### src/rtl/gba_link_serial_if.sv
// Core-side control bundle for the GBA link serial engine.
// master modport = core logic issuing transfers, slave modport = the engine.
interface gba_link_serial_if #(
  parameter int DATA_WIDTH = 8
);
  logic                  enable;
  logic                  start;
  logic                  is_master;
  logic                  abort;
  logic [DATA_WIDTH-1:0] tx_data;
  logic [DATA_WIDTH-1:0] rx_data;
  logic                  busy;
  logic                  done;
  logic                  timeout_err;

  modport master (
    output enable, start, is_master, abort, tx_data,
    input  rx_data, busy, done, timeout_err
  );

  modport slave (
    input  enable, start, is_master, abort, tx_data,
    output rx_data, busy, done, timeout_err
  );
endinterface

### src/rtl/gba_link_serial.sv
// GBA link-port normal-mode serial engine: MSB-first shift over SCK/SI/SO,
// acting as SCK master (divided clk) or SCK slave (synchronised pin).
//   state  | meaning
//   IDLE   | pins idle high, waiting for start & enable
//   MASTER | driving SCK, shifting on internal edges
//   SLAVE  | following external SCK, watchdog armed after first edge
//   DONE   | one-cycle completion, done pulse
module gba_link_serial #(
  parameter int DATA_WIDTH  = 8,
  parameter int CLK_DIV     = 16,
  parameter int SYNC_STAGES = 2,
  parameter int TIMEOUT     = 4096
) (
  input  logic               clk,
  input  logic               reset_n,
  gba_link_serial_if.slave   core,
  input  logic               sck_from_gba,
  output logic               sck_to_gba,
  output logic               sck_is_to_gba,
  input  logic               si_from_gba,
  output logic               si_is_to_gba,
  output logic               so_to_gba,
  output logic               so_is_to_gba
);
  localparam int PW = $clog2(CLK_DIV + 1);
  localparam int CW = $clog2(DATA_WIDTH + 1);
  localparam int WW = $clog2(TIMEOUT + 1);
  localparam logic [PW-1:0] PHASE_TOP = PW'(CLK_DIV - 1);
  localparam logic [CW-1:0] LAST_BIT  = CW'(DATA_WIDTH - 1);
  localparam logic [WW-1:0] WD_TOP    = WW'(TIMEOUT - 1);

  typedef enum logic [1:0] {IDLE, MASTER, SLAVE, DONE} state_t;

  state_t                  state, state_nxt;
  logic [DATA_WIDTH-1:0]   sr, rx_q, sr_shift;
  logic [CW-1:0]           bit_cnt;
  logic [PW-1:0]           phase;
  logic [WW-1:0]           wd;
  logic                    started, sck_q, so_q, so_en_q, timeout_q, sck_prev;
  logic [SYNC_STAGES-1:0]  sck_sync, si_sync;
  logic                    sck_s, si_s, s_fall, s_rise, last, stop;
  logic                    load, do_fall, do_rise, wd_hit;

  assign sck_s    = sck_sync[SYNC_STAGES-1];
  assign si_s     = si_sync[SYNC_STAGES-1];
  assign s_fall   = sck_prev & ~sck_s;
  assign s_rise   = ~sck_prev & sck_s;
  assign sr_shift = {sr[DATA_WIDTH-2:0], si_s};
  assign last     = (bit_cnt == LAST_BIT);
  assign stop     = core.abort | ~core.enable;

  always_ff @(posedge clk) begin
    if (!reset_n) state <= IDLE;
    else          state <= state_nxt;
  end

  // abort/disable is checked first so it wins over a completing edge
  always_comb begin
    state_nxt = state;
    load      = 1'b0;
    do_fall   = 1'b0;
    do_rise   = 1'b0;
    wd_hit    = 1'b0;
    case (state)
      IDLE: begin
        if (core.start && core.enable) begin
          load      = 1'b1;
          state_nxt = core.is_master ? MASTER : SLAVE;
        end
      end
      MASTER: begin
        if (stop) state_nxt = IDLE;
        else if (phase == '0) begin
          if (sck_q) do_fall = 1'b1;
          else begin
            do_rise = 1'b1;
            if (last) state_nxt = DONE;
          end
        end
      end
      SLAVE: begin
        if (stop) state_nxt = IDLE;
        else if (s_fall) do_fall = 1'b1;
        else if (s_rise) begin
          do_rise = 1'b1;
          if (last) state_nxt = DONE;
        end else if (started && wd == '0) begin
          wd_hit    = 1'b1;
          state_nxt = IDLE;
        end
      end
      DONE:    state_nxt = IDLE;
      default: state_nxt = IDLE;
    endcase
  end

  always_ff @(posedge clk) begin
    if (!reset_n) begin
      sr        <= '0;
      rx_q      <= '0;
      bit_cnt   <= '0;
      phase     <= '0;
      wd        <= '0;
      started   <= 1'b0;
      sck_q     <= 1'b1;
      so_q      <= 1'b1;
      so_en_q   <= 1'b0;
      timeout_q <= 1'b0;
      sck_prev  <= 1'b1;
      sck_sync  <= '1;
      si_sync   <= '1;
    end else begin
      sck_sync  <= {sck_sync[SYNC_STAGES-2:0], sck_from_gba};
      si_sync   <= {si_sync[SYNC_STAGES-2:0], si_from_gba};
      sck_prev  <= sck_s;
      so_en_q   <= core.enable;
      timeout_q <= wd_hit;
      if (load) begin
        sr      <= core.tx_data;
        bit_cnt <= '0;
        phase   <= PHASE_TOP;
        wd      <= WD_TOP;
        started <= 1'b0;
      end
      if (state == MASTER) phase <= (phase == '0) ? PHASE_TOP : phase - 1'b1;
      // watchdog only runs once the external master has produced an edge
      if (state == SLAVE) begin
        if (s_fall || s_rise) begin
          started <= 1'b1;
          wd      <= WD_TOP;
        end else if (started && wd != '0) begin
          wd <= wd - 1'b1;
        end
      end
      if (do_fall) begin
        so_q <= sr[DATA_WIDTH-1];
        if (state == MASTER) sck_q <= 1'b0;
      end
      if (do_rise) begin
        sr      <= sr_shift;
        bit_cnt <= bit_cnt + 1'b1;
        if (state == MASTER) sck_q <= 1'b1;
        if (last) rx_q <= sr_shift;
      end
      if (state_nxt == IDLE) begin
        sck_q <= 1'b1;
        so_q  <= 1'b1;
      end
    end
  end

  assign core.busy        = (state == MASTER) || (state == SLAVE);
  assign core.done        = (state == DONE);
  assign core.timeout_err = timeout_q;
  assign core.rx_data     = rx_q;
  assign sck_to_gba       = sck_q;
  assign sck_is_to_gba    = (state == MASTER) && core.enable;
  assign si_is_to_gba     = 1'b0;
  assign so_to_gba        = so_q;
  assign so_is_to_gba     = so_en_q;
endmodule
### src/flat_wrapper.sv
// flat-port wrapper written by rule: the top's interface ports become plain ports
module gba_link_serial_flat 
#(
  parameter int DATA_WIDTH  = 8,
  parameter int CLK_DIV     = 16,
  parameter int SYNC_STAGES = 2,
  parameter int TIMEOUT     = 4096
)
  (clk, reset_n, sck_from_gba, sck_to_gba, sck_is_to_gba, si_from_gba, si_is_to_gba, so_to_gba, so_is_to_gba, core_enable, core_start, core_is_master, core_abort, core_tx_data, core_rx_data, core_busy, core_done, core_timeout_err);
  gba_link_serial_if #(.DATA_WIDTH(DATA_WIDTH)) core_i ();
  input  logic clk;
  input  logic reset_n;
  input  logic sck_from_gba;
  output logic sck_to_gba;
  output logic sck_is_to_gba;
  input  logic si_from_gba;
  output logic si_is_to_gba;
  output logic so_to_gba;
  output logic so_is_to_gba;
  input wire logic [$bits(core_i.enable)-1:0] core_enable;
  input wire logic [$bits(core_i.start)-1:0] core_start;
  input wire logic [$bits(core_i.is_master)-1:0] core_is_master;
  input wire logic [$bits(core_i.abort)-1:0] core_abort;
  input wire logic [$bits(core_i.tx_data)-1:0] core_tx_data;
  output wire logic [$bits(core_i.rx_data)-1:0] core_rx_data;
  output wire logic [$bits(core_i.busy)-1:0] core_busy;
  output wire logic [$bits(core_i.done)-1:0] core_done;
  output wire logic [$bits(core_i.timeout_err)-1:0] core_timeout_err;
  assign core_i.enable = core_enable;
  assign core_i.start = core_start;
  assign core_i.is_master = core_is_master;
  assign core_i.abort = core_abort;
  assign core_i.tx_data = core_tx_data;
  assign core_rx_data = core_i.rx_data;
  assign core_busy = core_i.busy;
  assign core_done = core_i.done;
  assign core_timeout_err = core_i.timeout_err;
  gba_link_serial #(.DATA_WIDTH(DATA_WIDTH), .CLK_DIV(CLK_DIV), .SYNC_STAGES(SYNC_STAGES), .TIMEOUT(TIMEOUT)) u_core (.clk(clk), .reset_n(reset_n), .core(core_i), .sck_from_gba(sck_from_gba), .sck_to_gba(sck_to_gba), .sck_is_to_gba(sck_is_to_gba), .si_from_gba(si_from_gba), .si_is_to_gba(si_is_to_gba), .so_to_gba(so_to_gba), .so_is_to_gba(so_is_to_gba));
endmodule
### config.mk
export PLATFORM = sky130hd
export DESIGN_NAME = gba_link_serial_flat
export DESIGN_NICKNAME = d
export VERILOG_FILES = /design/src/rtl/gba_link_serial_if.sv /design/src/rtl/gba_link_serial.sv /design/src/flat_wrapper.sv
export SDC_FILE = /design/constraint.sdc
export NUM_CORES = 1
export LEC_CHECK = 0
export ABC_AREA = 0
export ABC_CLOCK_PERIOD_IN_PS = 2800
export CAP_MARGIN = 15
export CORE_MARGIN = 1
export CORE_UTILIZATION = 35
export CTS_BUF_LIST = sky130_fd_sc_hd__clkbuf_8
export CTS_CLUSTER_DIAMETER = 120
export DETAILED_ROUTE_END_ITERATION = 10
export PLACE_DENSITY_LB_ADDON = 0.25
export SLEW_MARGIN = 30
export SYNTH_ARGS = -nofsm -noshare
export SYNTH_HDL_FRONTEND = slang
export SYNTH_SLANG_ARGS = --single-unit
### constraint.sdc
create_clock -name clk -period 2.8 [get_ports clk]
set_input_delay 0.84 -clock clk [delete_from_list [all_inputs] [get_ports clk]]
set_output_delay 0.84 -clock clk [all_outputs]
set_load 0.1 [all_outputs]
Word level (Yosys, flattened, before mapping)

Index checks and enable logic that the tools add are counted.

Bits of input ports: 16
Logic and storage cells: 90
Register bits after elaboration: 50

Add/sub/neg operators: 3
Bitwise operators: 8
Eq/ne operators: 4
Multiplexer cells: 45
Reduce and logical (&&, ||, !) cells: 16

Operators by type and width:

| cell                    | count |
|---|---|
| $mux W13                | 4 |
| $mux W1                 | 21 |
| $mux W2                 | 10 |
| $mux W8                 | 2 |
| $mux W5                 | 3 |
| $logic_not A13 Y1       | 1 |
| $reduce_bool A13 Y1     | 1 |
| $sub A13 B1 Y13 const B | 1 |
| $mux W4                 | 2 |
| $pmux W2 S4             | 1 |
| $logic_not A5 Y1        | 1 |
| $not A1 Y1              | 5 |
| $reduce_or A5 Y1        | 1 |
| $sub A5 B1 Y5 const B   | 1 |
| $add A4 B1 Y4 const B   | 1 |
| $eq A2 B2 Y1 const B    | 2 |
| $eq A4 B3 Y1 const B    | 1 |
| $logic_and A1 B1 Y1     | 4 |
| $logic_not A2 Y1        | 2 |
| $pmux W1 S2             | 2 |
| $reduce_bool A2 Y1      | 2 |
| $and A1 B1 Y1           | 2 |
| $eq A2 B1 Y1 const B    | 1 |
| $logic_or A1 B1 Y1      | 2 |
| 3 further kinds         | 3 |

Longest topological paths before layout

Gate-level depths: netlist of run 1.

Word-level depth: 9
Gate-level depth with buffers: 9
Mapped depth without buffers: 7

Worst setup path before layout of run 1

Ideal clock, no wire load.

Path kind: reg2out
Start point: register u_core.state[1]
End point: output port sck_is_to_gba
Stages on the path, launching flop included: 5
Buffers on the path: 1
Required time: 1960 ps
Arrival: 1673 ps
Slack: 287 ps
Cell sequence: dfxtp_1 -> inv_1 -> ha_1 -> clkbuf_1 -> and2_1

Longest elaborated chain between the ends: 2

RTL lines:

| item                     | line                   | source |
|---|---|---|
| start: declaration       | gba_link_serial.sv:34  | `state_t state, state_nxt;` |
| start signal: assignment | gba_link_serial.sv:54  | `else state <= state_nxt;` |
| $eq A2 B1 Y1             | gba_link_serial.sv:157 | `assign sck_is_to_gba = (state == MASTER) && core.enable;` |
| $logic_and A1 B1 Y1      | gba_link_serial.sv:157 |  |
| end: declaration         | flat_wrapper.sv:15     | `output logic sck_is_to_gba;` |

No other way between the ends.

Final worst setup path of run 1

Start point: input port core_enable
End point: output port sck_is_to_gba

Longest elaborated chain between the ends: 1

RTL lines:

| item                | line                   | source |
|---|---|---|
| start: declaration  | flat_wrapper.sv:20     | `input wire logic [$bits(core_i.enable)-1:0] core_enable;` |
| $logic_and A1 B1 Y1 | gba_link_serial.sv:157 |  |

No other way between the ends.

==> qor.txt, run 1 <==
Vias/cell: 5.20
area grow syn2layout: 20.0%
total die area: 0.00759 mm^2
register share of total power: 52.3%
PD cells: 489 mW/mm^2
WS Path Type: in -> out
vias post-DR: 2231
grt ovf: 0
cells along the critical path: clkdlybuf4s50_1, and2_1, buf_12
footprint of the multi-input gates: 0.00142 mm^2
DR iter-0 viols: 78
htree depth: 2
DP Worst Slack: 0.137 ns
Cell Area, Synth: 0.00254 mm^2
die width: 87.1 um
commonest non-fill, non-tap cell in the layout: dfxtp_1
Clock Latency Late Sink: 0.31 ns
P_sw: 0.000428 W
Yosys cell types: 58
CP max FO: 3
die height: 87.1 um
warnings from Yosys: 0
drt wl/cell: 13.0 um
fin util: 44.1%
status: finished, final reports clean
layout cells sized above 1: 14.1%
Final Power: 0.00149 W
Crit. End Element: output pin
# IOs: 32
DRT antenna net count: 0
crit path time final: 2.56 ns
Most Used Layer, Global Route: met2
post-CTS setup repair buffer count: 0
detailed-route wire length: 5.58 mm
Tot GR Track Use: 15.9%
CP delay by family, top: buffers and inverters
Slowest cell on crit path: clkdlybuf4s50_1
Antenna diodes: 0
worst path arrival time: 1.72 ns
first-pass GRT wire length: 9.50 mm
Post-synth EDFFs: 0
total of max-cap violations: 0
Slew Limit Fails: 0
met2 Resource Use GR: 27.1%
Switching Share: 28.8%
Worst Path Buf+Inv: 2
CTS tree: done
DRC: 0
# rows: 30
Resize count post-CTS: 0
period utilization: 91.3%
Clock Tree Buf Depth: 2
synthesized area per cell: 8.43 um^2
clock share of power: 30.0%
final setup fails: 0
Int Power: 0.00106 W
drt pass-1 iters: 4
initial antenna violation count: 0
final hold viol count: 0
Slew HR: 60.7%
Worst EP required: 1.96 ns
Worst-path clk slew: 0.09 ns
Filler Cell Count: 715
vias in the first global route: 2122
setup TNS: 0 ns
asr flop ratio synth: 0%
peak supply drop: 0.000187 V
max incr delay on CP: 0.51 ns
Core ar.: 0.00691 mm^2
clock root buffer master: clkbuf_8
LEAKAGE: 1.15 nW
startpoint types: input port
Routability Congestion: 0.802
TritonCTS buffer count: 5
Syn Inst Count: 301
final clock skew: 0.0113 ns
routing usage on met3: 3.13%
cts hold-fix bufs: 0
Main synth FF type: dfxtp_1
unrepaired setup endpoints after global routing: no
met1 usage: 20.1%
Comb power frac: 17.7%
register area: 0.00100 mm^2
fmax: 391 MHz
# clock sinks: 50
Layout Nets: 360
Worst Setup Slack, final: 0.244 ns
Hold WC Path Type: reg -> reg
Synth Register Bits: 50
post-synthesis sequential area ratio: 39.5%
port bufs: 30
most frequent cells in the layout: dfxtp_1 (50), nand2_1 (42), nor2_1 (26)
post-synth net total: 329
pin count of the biggest net entering global routing: 39
post-DP HPWL: 3.97 mm
Worst Tran Pin Value: 0.588 ns
initial core utilization: 36.7%
-- worst paths after layout --
check,startpoint,endpoint,slack [ns],depth (start not counted)
min,u_core.si_sync[0]$_SDFF_PN1_,u_core.si_sync[1]$_SDFF_PN1_,0.42,1
min reg2reg,u_core.si_sync[0]$_SDFF_PN1_,u_core.si_sync[1]$_SDFF_PN1_,0.42,1
max reg2reg,u_core.wd[0]$_SDFF_PN0_,u_core.state[0]$_SDFF_PN0_,0.64,7
max,core_enable,sck_is_to_gba,0.24,3
-- final cells by class --
class,instances,area share [%]
multi-input cells,224,46.8
flip-flops and latches,50,32.9
repair buffers,40,11.9
well taps,96,3.95
clock buffers,6,2.71
inverters,11,1.36
clock inverters,2,0.411
-- metrics by stage --
stage	cell area [um^2]	instances	hold WS, ns
CTS	3040	429	0.420
global route	3040	429	0.432
detailed placement	2950	421	0.397
global placement	2950	421	0.391
floorplan	2540	301	0.386
finish	3040	429	0.416
-- state kept, by name, indices dropped and copies added (netlist names), named ones only --
register and flops:
u_core.state 2, u_core.so_to_gba 1, u_core.started 1, u_core.core.timeout_err 1, u_core.phase 5, u_core.core.rx_data 8
u_core.bit_cnt 4, u_core.so_is_to_gba 1, u_core.sck_sync 2, u_core.si_sync 2, u_core.wd 13, u_core.sck_prev 1
u_core.sr 8
-- cell usage after synthesis (2+ instances only) --
cell type / number / area share, %
nor2b_1: 5 / 1.2
or4_1: 2 / 0.59
buf_4: 2 / 0.59
dfxtp_1: 50 / 39
a221oi_1: 2 / 0.69
ha_1: 12 / 5.9
or3_1: 3 / 0.74
nor4_1: 2 / 0.49
or4_4: 2 / 0.89
clkbuf_1: 12 / 1.8
o221ai_1: 2 / 0.69
nor3_1: 6 / 1.2
a21oi_1: 15 / 3.0
o2111ai_1: 2 / 0.69
a31oi_1: 5 / 1.2
buf_2: 2 / 0.39
nor3b_1: 3 / 0.89
nand3_1: 17 / 3.4
or3_4: 2 / 0.89
o21ai_0: 16 / 3.2
nand3b_1: 3 / 0.89
nand2_1: 42 / 6.2
o221a_2: 2 / 0.89
and3_1: 2 / 0.49
a311oi_1: 10 / 3.5
nand2b_1: 6 / 1.5
inv_1: 11 / 1.6
nor2_1: 26 / 3.8
o211ai_1: 2 / 0.59
and2_1: 6 / 1.5
mux2i_1: 2 / 0.79
-- per-layer routing --
layer | up-vias | routed length [um]
li1 | 1145 | -
met4 | 0 | 76
met5 | - | 0
met2 | 29 | 2580
met1 | 1052 | 2780
met3 | 5 | 140
-- power by group through the flow --
stage / Sequential, W / Combinational [W] / Clock, W
3_5_place_dp: 0.000794 / 0.000264 / 0
2_1_floorplan: 0.000792 / 0.000186 / 0
4_1_cts: 0.000778 / 0.000265 / 0.000464
6_report: 0.000778 / 0.000264 / 0.000445
3_3_place_gp: 0.000794 / 0.000261 / 0
5_1_grt: 0.000784 / 0.000293 / 0.000491
-- cell families (layout without fill, tap and decap cells) --
family          Yosys count  count (layout)  share of synthesized area [%]
mux                       3               3                           1.38
xor+xnor                  2               2                          0.691
other cells               1               1                          0.148
buf+inv                  27              59                           4.39
fa+ha+maj                12              12                           5.92
flops                    50              50                           39.5
compound gates           73              73                           20.7
simple gates            133             133                           27.3
No activity file was read; power rests on OpenSTA's default activity.
==> run 2: changes to the inputs <==
Settings changed: CTS_CLUSTER_SIZE from default to 40.
==> results of run 2 <==
Final layout, timing and power as in run 1 (identical DEF).
==> run 3: changes to the inputs <==
--- a/config.mk
+++ b/config.mk
@@ -15,4 +15,5 @@
 export CTS_CLUSTER_SIZE = 40
 export DETAILED_ROUTE_END_ITERATION = 10
+export DONT_BUFFER_PORTS = 1
 export PLACE_DENSITY_LB_ADDON = 0.25
 export SLEW_MARGIN = 30
==> constraint.sdc (replaced) <==
create_clock -name clk -period 2.8 [get_ports clk]
set_input_delay 0.84 -clock clk [delete_from_list [all_inputs] [get_ports clk]]
set_output_delay 0.84 -clock clk [all_outputs]
set_load 0.05 [all_outputs]
==> qor.txt, run 3 (synthesized netlist as in run 1, its figures left out) <==
total of max-cap violations: 0 (unchanged)
Final Power: 0.00145 W (-2.6%)
DRT antenna net count: 0 (unchanged)
worst reg2reg path depth: 7 (unchanged)
Routability Congestion: 0.792 (-1.3%)
unrepaired setup endpoints after global routing: no
vias post-DR: 2097 (-6.0%)
Vias/cell: 5.31 (+2.1%)
Crit. End Element: output pin
DR iter-0 viols: 108 (+38%)
die height: 87.1 um (unchanged)
Tot GR Track Use: 16.1% (+0.17 points)
fin util: 39.5% (-4.5 points)
Antenna diodes: 0 (unchanged)
WS Path Type: reg -> out
Hold WC Path Type: reg -> reg
Slowest cell on crit path: and2_1
detailed-route wire length: 5.69 mm (+1.8%)
DRC: 0 (unchanged)
total die area: 0.00759 mm^2 (unchanged)
LEAKAGE: 0.980 nW (-15%)
startpoint types: register
grt ovf: 0 (unchanged)
layout cells sized above 1: 9.70% (-4.4 points)
PD cells: 531 mW/mm^2 (+8.6%)
Reg2Reg Setup Slack: 0.55 ns (-0.09 ns)
post-CTS setup repair buffer count: 0 (unchanged)
Slew HR: 53.9% (-6.9 points)
Core ar.: 0.00691 mm^2 (unchanged)
CP endpoint: sck_is_to_gba
cells along the critical path: inv_1, ha_1, and2_1
FF-to-FF End: u_core.wd[9]$_SDFF_PN0_
setup TNS: 0 ns (unchanged)
Resize count post-CTS: 0 (unchanged)
TritonCTS buffer count: 5 (unchanged)
r2r startpoint: u_core.state[0]$_SDFF_PN0_
Worst EP required: 1.96 ns (about the same)
CP max FO: 6 (+3)
register with the most flip-flops: u_core.wd
vias in the first global route: 2022 (-4.7%)
fmax: 438 MHz (+12%)
Hold Path Depth: 1 (unchanged)
clock root buffer master: clkbuf_8
die width: 87.1 um (unchanged)
number of flip-flops in the largest register: 13 (unchanged)
max incr delay on CP: 0.45 ns (-0.06 ns)
Clock Tree Buf Depth: 2 (unchanged)
final setup fails: 0 (unchanged)
Hold Slack: 0.412 ns (-0.00394 ns)
# clock sinks: 50 (unchanged)
final clock skew: 0.00543 ns (-0.00585 ns)
status: finished, final reports clean
# IOs: 32 (unchanged)
CTS tree: done
drt pass-1 iters: 4 (unchanged)
cts hold-fix bufs: 0 (unchanged)
htree depth: 2 (unchanged)
drt wl/cell: 14.4 um (+11%)
# rows: 30 (unchanged)
Slew Limit Fails: 0 (unchanged)
Worst Tran Pin Value: 0.692 ns (+0.104 ns)
port bufs: 0 (-100%)
post-DP HPWL: 3.99 mm (+0.54%)
worst path arrival time: 1.44 ns (-0.28 ns)
pin count of the biggest net entering global routing: 40 (+2.6%)
crit path time final: 2.28 ns (-0.275 ns)
commonest non-fill, non-tap cell in the layout: dfxtp_1
final hold viol count: 0 (unchanged)
most frequent cells in the layout: dfxtp_1 (50), nand2_1 (42), nor2_1 (26)
Worst-path clk slew: 0.10 ns (about the same)
initial core utilization: 36.7% (unchanged)
Clock Latency Late Sink: 0.31 ns (about the same)
initial antenna violation count: 0 (unchanged)
area grow syn2layout: 7.65%
period utilization: 81.5% (-9.8 points)
first-pass GRT wire length: 9.46 mm (-0.44%)
Layout Nets: 326 (-9.4%)
peak supply drop: 0.000187 V (about the same)
crit path from: u_core.state[1]$_SDFF_PN0_
run 3: changes by cell type in the layout (fill, tap and decap cells not counted):
cell,delta
inv_1,-1
clkinvlp_4,+1
buf_4,-17
clkdlybuf4s50_1,-15
buf_12,-2
run 3: final cells by class:
cell class                 count  area (um^2)
clock buffer                   6         82.6
clock inverter                 2         16.3
fill                         714         4180
inverter                      11         41.3
multi-input combinational    224         1420
sequential                    50         1000
tap                           96          120
timing repair buffer           6         45.0
run 3: worst min path at each step:
stage                             startpoint                       endpoint  slack [ns]
3_3_place_gp    u_core.si_sync[0]$_SDFF_PN1_   u_core.si_sync[1]$_SDFF_PN1_        0.39
5_1_grt         u_core.si_sync[0]$_SDFF_PN1_   u_core.si_sync[1]$_SDFF_PN1_        0.43
6_report        u_core.si_sync[0]$_SDFF_PN1_   u_core.si_sync[1]$_SDFF_PN1_        0.41
4_1_cts         u_core.si_sync[0]$_SDFF_PN1_   u_core.si_sync[1]$_SDFF_PN1_        0.42
2_1_floorplan  u_core.sck_sync[0]$_SDFF_PN1_  u_core.sck_sync[1]$_SDFF_PN1_        0.39
3_5_place_dp    u_core.si_sync[0]$_SDFF_PN1_   u_core.si_sync[1]$_SDFF_PN1_        0.39
run 3: metrics by stage:
step / std cells / worst slack [ns] / instance area, um^2
4_1_cts: 395 / 0.507 / 2730
6_report: 395 / 0.518 / 2730
3_3_place_gp: 387 / 0.599 / 2630
2_1_floorplan: 301 / 0.615 / 2540
5_1_grt: 395 / 0.391 / 2730
3_5_place_dp: 387 / 0.555 / 2630
run 3: worst max-delay path: cells and delay by family (launching register included):
kind / cells / cell delay, ns
and+or+nand+nor: 1 / 0.45
adders and majority gates: 1 / 0.17
buffers and inverters: 1 / 0.13
DFF: 1 / 0.38
run 3: layer usage:
metal / GRT usage, % / vias up / wire (um)
met5: 0 / - / 0
met4: 6.41 / 0 / 109
met3: 3.70 / 8 / 195
met1: 20.2 / 978 / 2680
met2: 26.7 / 30 / 2700
li1: - / 1081 / -
run 3: power by group:
part           leakage (nW)  internal [W]  switching [W]
combinational         0.524     0.0000850       0.000119
sequential            0.409      0.000744      0.0000370
clock                0.0478      0.000204       0.000259
